===== src/rtl/carregador_de_instrucoes.sv =====
// Serial program loader: parses MAGIC / N / N big-endian words / XOR checksum from a
// byte stream and writes each assembled 32-bit word into instruction memory.
// Ports: clock_i/reset_i (sync, active-high), start_i arms a load; byte_in_i/byte_valid_i/
//        byte_ready_o stream input; mem_we_o/mem_addr_o/mem_data_o memory write port;
//        busy_o/done_o/error_o/words_loaded_o status.
// Latency: one write cycle after each 4th payload byte (byte_ready_o low during it);
//          done_o/error_o one cycle after the deciding byte.
module carregador_de_instrucoes #(
    parameter int unsigned ADDR_WIDTH = 10,
    parameter int unsigned START_ADDR = 1,
    parameter logic [7:0]  MAGIC      = 8'hA5
) (
    input  logic                  clock_i,
    input  logic                  reset_i,
    input  logic                  start_i,
    input  logic [7:0]            byte_in_i,
    input  logic                  byte_valid_i,
    output logic                  byte_ready_o,
    output logic                  mem_we_o,
    output logic [31:0]           mem_addr_o,
    output logic [31:0]           mem_data_o,
    output logic                  busy_o,
    output logic                  done_o,
    output logic                  error_o,
    output logic [ADDR_WIDTH:0]   words_loaded_o
);

    // Largest frame that still fits between START_ADDR and the top of memory.
    localparam int unsigned CAP = (1 << ADDR_WIDTH) - START_ADDR;

    typedef enum logic [3:0] {
        IDLE, SYNC, LEN_HI, LEN_LO, PAYLOAD, WRITE, CHECK, DONE, ERROR
    } state_t;

    state_t              state_q, state_d;
    logic                byte_ready_q, mem_we_q, busy_q, done_q, error_q;
    logic [31:0]         mem_addr_q, mem_data_q;
    logic [ADDR_WIDTH:0] words_loaded_q;
    logic [7:0]          len_hi_q, acc_q;
    logic [15:0]         len_q;
    logic [23:0]         word_q;      // first three bytes of the word being assembled
    logic [1:0]          cnt_q;       // payload byte index within the current word

    logic        xfer;
    logic [15:0] len_in;
    logic        last_word;

    assign xfer      = byte_valid_i && byte_ready_q;
    assign len_in    = {len_hi_q, byte_in_i};
    assign last_word = (32'(words_loaded_q) + 32'd1) == 32'(len_q);

    function automatic logic ready_for(input state_t s);
        return (s == SYNC) || (s == LEN_HI) || (s == LEN_LO) || (s == PAYLOAD) || (s == CHECK);
    endfunction

    function automatic logic busy_for(input state_t s);
        return !((s == IDLE) || (s == DONE) || (s == ERROR));
    endfunction

    always_comb begin
        state_d = state_q;
        case (state_q)
            IDLE, DONE, ERROR: if (start_i) state_d = SYNC;
            SYNC:    if (xfer && byte_in_i == MAGIC) state_d = LEN_HI;
            LEN_HI:  if (xfer) state_d = LEN_LO;
            LEN_LO: begin
                if (xfer) begin
                    if (32'(len_in) > CAP)  state_d = ERROR;
                    else if (len_in == '0)  state_d = CHECK;
                    else                    state_d = PAYLOAD;
                end
            end
            PAYLOAD: if (xfer && cnt_q == 2'd3) state_d = WRITE;
            WRITE:   state_d = last_word ? CHECK : PAYLOAD;
            CHECK:   if (xfer) state_d = (byte_in_i == acc_q) ? DONE : ERROR;
            default: state_d = IDLE;
        endcase
    end

    always_ff @(posedge clock_i) begin
        if (reset_i) begin
            state_q        <= IDLE;
            byte_ready_q   <= 1'b0;
            mem_we_q       <= 1'b0;
            busy_q         <= 1'b0;
            done_q         <= 1'b0;
            error_q        <= 1'b0;
            mem_addr_q     <= '0;
            mem_data_q     <= '0;
            words_loaded_q <= '0;
            len_hi_q       <= '0;
            len_q          <= '0;
            acc_q          <= '0;
            word_q         <= '0;
            cnt_q          <= '0;
        end else begin
            // Outputs are registered from the next state so they line up with it.
            state_q      <= state_d;
            byte_ready_q <= ready_for(state_d);
            busy_q       <= busy_for(state_d);
            mem_we_q     <= (state_d == WRITE);

            case (state_q)
                IDLE, DONE, ERROR: begin
                    if (start_i) begin
                        done_q         <= 1'b0;
                        error_q        <= 1'b0;
                        words_loaded_q <= '0;
                        acc_q          <= '0;
                        cnt_q          <= '0;
                    end
                end
                LEN_HI: if (xfer) len_hi_q <= byte_in_i;
                LEN_LO: begin
                    if (xfer) begin
                        len_q <= len_in;
                        if (32'(len_in) > CAP) error_q <= 1'b1;
                    end
                end
                PAYLOAD: begin
                    if (xfer) begin
                        word_q <= {word_q[15:0], byte_in_i};
                        acc_q  <= acc_q ^ byte_in_i;
                        cnt_q  <= cnt_q + 2'd1;
                        // Address/data are loaded here so they are stable for the WRITE cycle.
                        if (cnt_q == 2'd3) begin
                            mem_addr_q <= START_ADDR + 32'(words_loaded_q);
                            mem_data_q <= {word_q, byte_in_i};
                        end
                    end
                end
                WRITE: words_loaded_q <= words_loaded_q + 1'b1;
                CHECK: begin
                    if (xfer) begin
                        if (byte_in_i == acc_q) done_q  <= 1'b1;
                        else                    error_q <= 1'b1;
                    end
                end
                default: ;
            endcase
        end
    end

    assign byte_ready_o   = byte_ready_q;
    assign mem_we_o       = mem_we_q;
    assign mem_addr_o     = mem_addr_q;
    assign mem_data_o     = mem_data_q;
    assign busy_o         = busy_q;
    assign done_o         = done_q;
    assign error_o        = error_q;
    assign words_loaded_o = words_loaded_q;

endmodule


===== config.mk =====
export PLATFORM = sky130hd
export DESIGN_NAME = carregador_de_instrucoes
export DESIGN_NICKNAME = d
export VERILOG_FILES = /design/src/rtl/carregador_de_instrucoes.sv
export SDC_FILE = /design/constraint.sdc
export NUM_CORES = 1
export LEC_CHECK = 0
export BUFFER_PORTS_ARGS = -buffer_cell sky130_fd_sc_hd__buf_2
export CORE_ASPECT_RATIO = 0.75
export CORE_MARGIN = 1
export CORE_UTILIZATION = 50
export DETAILED_ROUTE_END_ITERATION = 7
export PLACE_DENSITY_LB_ADDON = 0.25
export SYNTH_ARGS = -nofsm -noshare
export SYNTH_HDL_FRONTEND = slang
export SYNTH_SLANG_ARGS = --single-unit

===== constraint.sdc =====
create_clock -name clock_i -period 1.9 [get_ports clock_i]
set_clock_uncertainty 0.15 [all_clocks]
set_input_delay 0 -clock clock_i [delete_from_list [all_inputs] [get_ports clock_i]]
set_output_delay 0 -clock clock_i [all_outputs]
set_load 0.02 [all_outputs]

==> results.cfg, run 1 <==
[clocking]
root_buffer = clkbuf_16
cts_tree = yes
h-tree-depth = 4
cts_buffers = 17
cts_sinks = 122
cts.clk_slew.worst_paths_ns = 0.06
clock_latency_ns = 0.42
max-clock-path-buffers = 2

[synthesis]
syn_area_per_cell_sq_um = 8.14
synth_top_family_by_area = simple AND/OR/NAND/NOR gates
synthCells = 655
synth-adder-area-share = 0.00469
async_flop_share = 0
synth_top_area_share = 0.458
synth.area.mux_share = 0.0451
synth_edf_count = 0
synth_common_cells = nand2_1, dfxtp_1, a21oi_1
synth_seq_area_share = 0.458
ys_warn_count = 0
synthSimpleGateAreaFrac = 0.233
synth_xor_area_frac = 0.0493
synth_area_sq_um = 5330
synth_area_leader_cell = dfxtp_1
synth_cell_types = 53
ys.flop_type = dfxtp_1
synth_most_common_cell = nand2_1
synthTopCellsByArea = dfxtp_1, nand2_1, a21oi_1, nor2_1, mux2i_1
ys_ff_latch = 122
synth_compound_area_frac = 0.139

[die]
die_area_sq_um = 11100
die_y_microns = 91.4
num_rows = 32
coreArea_sq_um = 10300
initial_utilization = 0.516
die_w_microns = 121
boundaryPins = 92

[worst_setup_path]
crit_buf_inv = 0
critPathLaunchType = flop
rrSetupSlack_ns = -0.35
crit_slowest_cell = or4_4
path_cells = or4_4, nor4_2, nand3_1, nor3_2, o2111ai_2, o31ai_4, a211oi_1
crit_type = reg -> reg
timing.critical_path.arrival_ns = 2.39
slowest_delay_ns = 0.53
r2r-end = busy_o$_SDFF_PP0_
critPathRequiredTime_ns = 2.04
reg2reg_from = len_q[15]$_SDFFE_PP0P_
crit_family = simple AND/OR/NAND/NOR gates
cp.depth = 7
critPathMaxFanout = 3
end_kind = flop
worst_r2r_path_depth = 7

[sta]
hold_viol_final = 0
rsz0062_at_grt = true
holdWs_ns = 0.0549
final-max-slew-violation-count = 0
worst_slack_ns = -0.349
fmax_mhz = 445
finalSetupViolCount = 6
finalCriticalPeriod_ns = 2.25
period_share = 1.18

[finish]
multi_input_area_sq_um = 2860
fillers = 711
finalCoreUtilization = 0.741
seq_area_sq_um = 2470
antenna_cells = 0
area_growth_pct = 43.6
fin_area_sq_um = 7650
drive_above_1_share = 0.350
num-nets-final = 832

[place]
io_buffers = 71
place_congestion = 0.901
pre_cts_ws_ns = -0.537
place_area_sq_um = 6380
dp_hpwl_microns = 10200

[power_and_ir_drop]
power.leakage_nw = 3.20
combPwrFrac = 0.055
p_per_area_nw_per_um2 = 836
power_frac_clock = 0.544
switching_share = 0.219
seq_power_share = 0.401
vdd_drop_max_mv = 0.717
power.internal_w = 0.00500
power_switching_w = 0.00140

[drt]
wl_per_cell_microns = 17.6
antenna_left = 0
firstDrtPassIters = 6
wl_microns = 17000
viasPerCell = 5.61
post-route-drc-count = 0
drtIter0Drc = 611
vias = 5421

[outcome]
outcome = finished, violations left
violations = negative setup slack

[worst_hold_path]
worstHoldEndpoint = word_q[7]$_SDFFE_PP0P_
hold_path_startpoint = byte_in_i[7]
holdPathStages = 5
min_path_type = in -> reg

[grt]
grt.overflow.total = 0
grt_antenna_before_repair = 0
grt_pass1_wl_microns = 25300
track_usage = 0.298
grt_max_degree = 48
grt_pass1_vias = 4951

[job]
cap_violations = 0
## layer usage
| metal | wire length, microns | vias up | track usage |
|---|---|---|---|
| li1 | - | 2501 | - |
| met1 | 7230 | 2599 | 0.390 |
| met2 | 7980 | 274 | 0.471 |
| met5 | 0 | - | 0 |
| met3 | 1380 | 47 | 0.0741 |
| met4 | 414 | 0 | 0.114 |
## logic make-up (layout without fill, tap and decap cells)
group | count (synthesis) | after routing
adders and majority gates | 2 | 2
xor gates and xnor gates | 30 | 30
AOI/OAI and AO/OA | 129 | 129
and+or+nand+nor | 278 | 278
buffers and inverters | 69 | 226
DFF | 122 | 122
other | 1 | 20
muxes | 24 | 24
## how the worst max path moves through the flow
stage                                               from           endpoint
after floorplan           words_loaded_o[2]$_SDFFE_PP0P_  busy_o$_SDFF_PP0_
after global placement            len_q[15]$_SDFFE_PP0P_  busy_o$_SDFF_PP0_
after detailed placement          len_q[15]$_SDFFE_PP0P_  busy_o$_SDFF_PP0_
after CTS                 words_loaded_o[0]$_SDFFE_PP0P_  busy_o$_SDFF_PP0_
after global routing              len_q[15]$_SDFFE_PP0P_  busy_o$_SDFF_PP0_
final                             len_q[15]$_SDFFE_PP0P_  busy_o$_SDFF_PP0_
## stage by stage
stage	instances	power (W)	setup TNS [ns]
detailed placement	909	0.00289	-2.28
finish	967	0.00640	-1.18
CTS	955	0.00635	-1.06
global route	967	0.00656	-2.04
global placement	909	0.00289	-1.38
floorplan	674	0.00281	-0.368
## worst min-delay path: stages
cell and delay [ns]:
buf_2 0.13, buf_4 0.14, buf_4 0.15, nand2_1 0.09
a21oi_1 0.07
## power groups by stage
stage / registers (W) / logic (W) / clock network (W)
finish: 0.00256 / 0.000354 / 0.00348
global route: 0.00256 / 0.000375 / 0.00362
CTS: 0.00257 / 0.000312 / 0.00347
detailed placement: 0.00262 / 0.000275 / 0
global placement: 0.00262 / 0.000270 / 0
floorplan: 0.00262 / 0.000183 / 0
## cells in the final DEF (no fill, tap or decap), types with 7 or more instances in the layout
master	count
clkbuf_16	23
xor2_1	16
xnor2_1	13
dfxtp_2	8
nor2_1	69
dlygate4sd3_1	9
o21ai_0	9
a21oi_1	76
buf_6	8
or2_2	7
dfxtp_1	108
buf_2	70
a211oi_1	11
a21oi_2	7
conb_1	20
buf_4	93
mux2i_1	23
nand2_1	134
## area by class of cell
class	count	share of cell area
Tap cell	136	0.0222
Sequential cell	122	0.323
Multi-Input combinational cell	483	0.373
Inverter	1	0.000490
Timing Repair Buffer	193	0.195
Clock buffer	24	0.0726
Clock inverter	8	0.0131
## sequential cells by signal, summed over array words and instances, names as in the netlist
register	count
acc_q	8
busy_o	1
byte_ready_o	1
cnt_q	2
done_o	1
error_o	1
len_hi_q	8
len_q	16
mem_addr_o	12
mem_data_o	32
mem_we_o	1
state_q	4
word_q	24
words_loaded_o	11
## what timing repair did
action | 4_1_cts | 5_1_grt
pin swaps | 8 | 17
buffers inserted | 1 | 9
hold buffers | 12 | 0
gates resized for setup | 18 | 59
cloned | 1 | 3
endpoints found under the hold margin | 56 | 0
setup endpoints to repair | 44 | 87
Power figures use the tool's default switching activity.
==> inputs of run 2 (changes only) <==
CELL_PAD_IN_SITES_DETAIL_PLACEMENT = 1   (was unset)
CELL_PAD_IN_SITES_GLOBAL_PLACEMENT = 1   (was unset)
CORE_UTILIZATION = 37   (was 50)
==> results.cfg, run 2 (synthesis gave the netlist of run 1 again) <==
[outcome]
outcome = finished, violations left
violations = negative setup slack

[place]
io_buffers = 71
dp.cells = 966
place_area_sq_um = 6580
place_congestion = 0.872
dp_hpwl_microns = 12400

[finish]
fillers = 1626
stdcell_count = 1023
multi_input_area_sq_um = 2860
largest_reg_flops = 32
fin_area_sq_um = 7760
area_growth_pct = 45.6
layout_commonest_cell = nand2_1
seq_area_sq_um = 2470
drive_above_1_share = 0.352
layout_common_cells = nand2_1, dfxtp_1, buf_4, a21oi_1, nor2_1
num-nets-final = 848

[drt]
vias = 5335
wl_microns = 19000
post-route-drc-count = 0
viasPerCell = 5.22
antenna_left = 0
drtIter0Drc = 322
wl_per_cell_microns = 18.6
firstDrtPassIters = 6

[clocking]
cts_tree = yes
clock_latency_ns = 0.42
max-clock-path-buffers = 2
cts_sinks = 122
cts_buffers = 17
cts.clk_slew.worst_paths_ns = 0.06
root_buffer = clkbuf_16
h-tree-depth = 4

[die]
coreArea_sq_um = 13900
die_y_microns = 106
boundaryPins = 92
num_rows = 37
initial_utilization = 0.384
die_w_microns = 141
die_area_sq_um = 14900

[worst_setup_path]
timing.critical_path.arrival_ns = 2.41
rrSetupSlack_ns = -0.31
crit_type = reg -> reg
end_kind = flop
critPathMaxFanout = 3
critPathRequiredTime_ns = 2.09
critPathLaunchType = flop

[grt]
track_usage = 0.262
grt_pass1_wl_microns = 29700
grt_pass1_vias = 5443
grt_max_degree = 45
grt_antenna_before_repair = 1
grt.overflow.total = 0

[sta]
rsz0062_at_grt = true
final-max-slew-violation-count = 0
fmax_mhz = 452
worst_pin_slew_ns = 0.586
finalCriticalPeriod_ns = 2.21
finalSetupViolCount = 12
period_share = 1.16
slew_headroom = 0.610
worst_slack_ns = -0.312
holdWs_ns = 0.0912
hold_viol_final = 0

[power_and_ir_drop]
vdd_drop_max_mv = 0.552
power.leakage_nw = 3.27
p_per_area_nw_per_um2 = 797
p_total_w = 0.00619

[job]
cap_violations = 0

[worst_hold_path]
min_path_type = in -> reg
[run 2: changes by cell type in the layout (fill, tap and decap cells not counted), moves of 3 or more]
cell,delta
a21oi_1,+5
clkinvlp_4,-4
clkbuf_16,-3
a211oi_1,-4
buf_4,+15
a211oi_2,+4
a21oi_2,-5
o21ai_0,+3
clkbuf_1,+5
[run 2: cell type report]
| type | instances | area share |
|---|---|---|
| multi-input cells | 483 | 0.369 |
| repair buffers | 209 | 0.207 |
| well taps | 175 | 0.0282 |
| diodes | 1 | 0.000322 |
| inverters | 1 | 0.000484 |
| flip-flops and latches | 122 | 0.318 |
| clock buffers | 26 | 0.0658 |
| clock inverters | 6 | 0.0108 |
[run 2: per-stage QoR]
step,TNS [ns],worst slack (ns),utilization
2_1_floorplan,-0.368,-0.137,-
3_3_place_gp,-3.65,-0.334,0.474
3_5_place_dp,-7.40,-0.424,0.474
4_1_cts,-1.17,-0.322,0.544
5_1_grt,-2.91,-0.421,0.559
6_report,-1.28,-0.312,0.559
[run 2: worst paths after layout]
path | from | end | cells past startpoint
setup / recovery | words_loaded_o[0]$_SDFFE_PP0P_ | state_q[1]$_SDFF_PP0_ | 8
setup reg to reg | words_loaded_o[0]$_SDFFE_PP0P_ | state_q[1]$_SDFF_PP0_ | 8
hold reg to reg | mem_data_o[9]$_SDFFE_PP0P_ | mem_data_o[9]$_SDFFE_PP0P_ | 2
hold / removal | byte_in_i[2] | len_hi_q[2]$_SDFFE_PP0P_ | 4
[run 2: critical path, cell delays in order, from the launching register on]
cell	delay (ns)
dfxtp_4	0.35
ha_4	0.25
xor2_2	0.15
nor4_2	0.29
nand3_1	0.14
nor3_2	0.16
o2111ai_2	0.20
o31ai_4	0.27
nor2b_1	0.17
[run 2: report_power, final]
part | internal (W) | switching (W) | leakage [nW] | total [W]
combinational | 0.000143 | 0.000223 | 1.99 | 0.000366
clock | 0.00211 | 0.00115 | 0.293 | 0.00326
sequential | 0.00256 | 0.00000530 | 0.991 | 0.00256
total | 0.00481 | 0.00138 | 3.27 | 0.00619
[run 2: metal layers]
metal | global-route usage | share of wire
met1 | 0.347 | 0.46
met2 | 0.425 | 0.47
met3 | 0.0626 | 0.053
met4 | 0.0776 | 0.019
met5 | 0 | 0
[run 2: repair_timing]
| action | in CTS | in global routing |
|---|---|---|
| setup buffers | 5 | 4 |
| pin swaps | 12 | 13 |
| endpoints found under the hold margin | 54 | 0 |
| hold buffers | 12 | 0 |
| resized for setup | 43 | 37 |
| gates cloned | 1 | 2 |
| endpoints found under the setup margin | 62 | 82 |
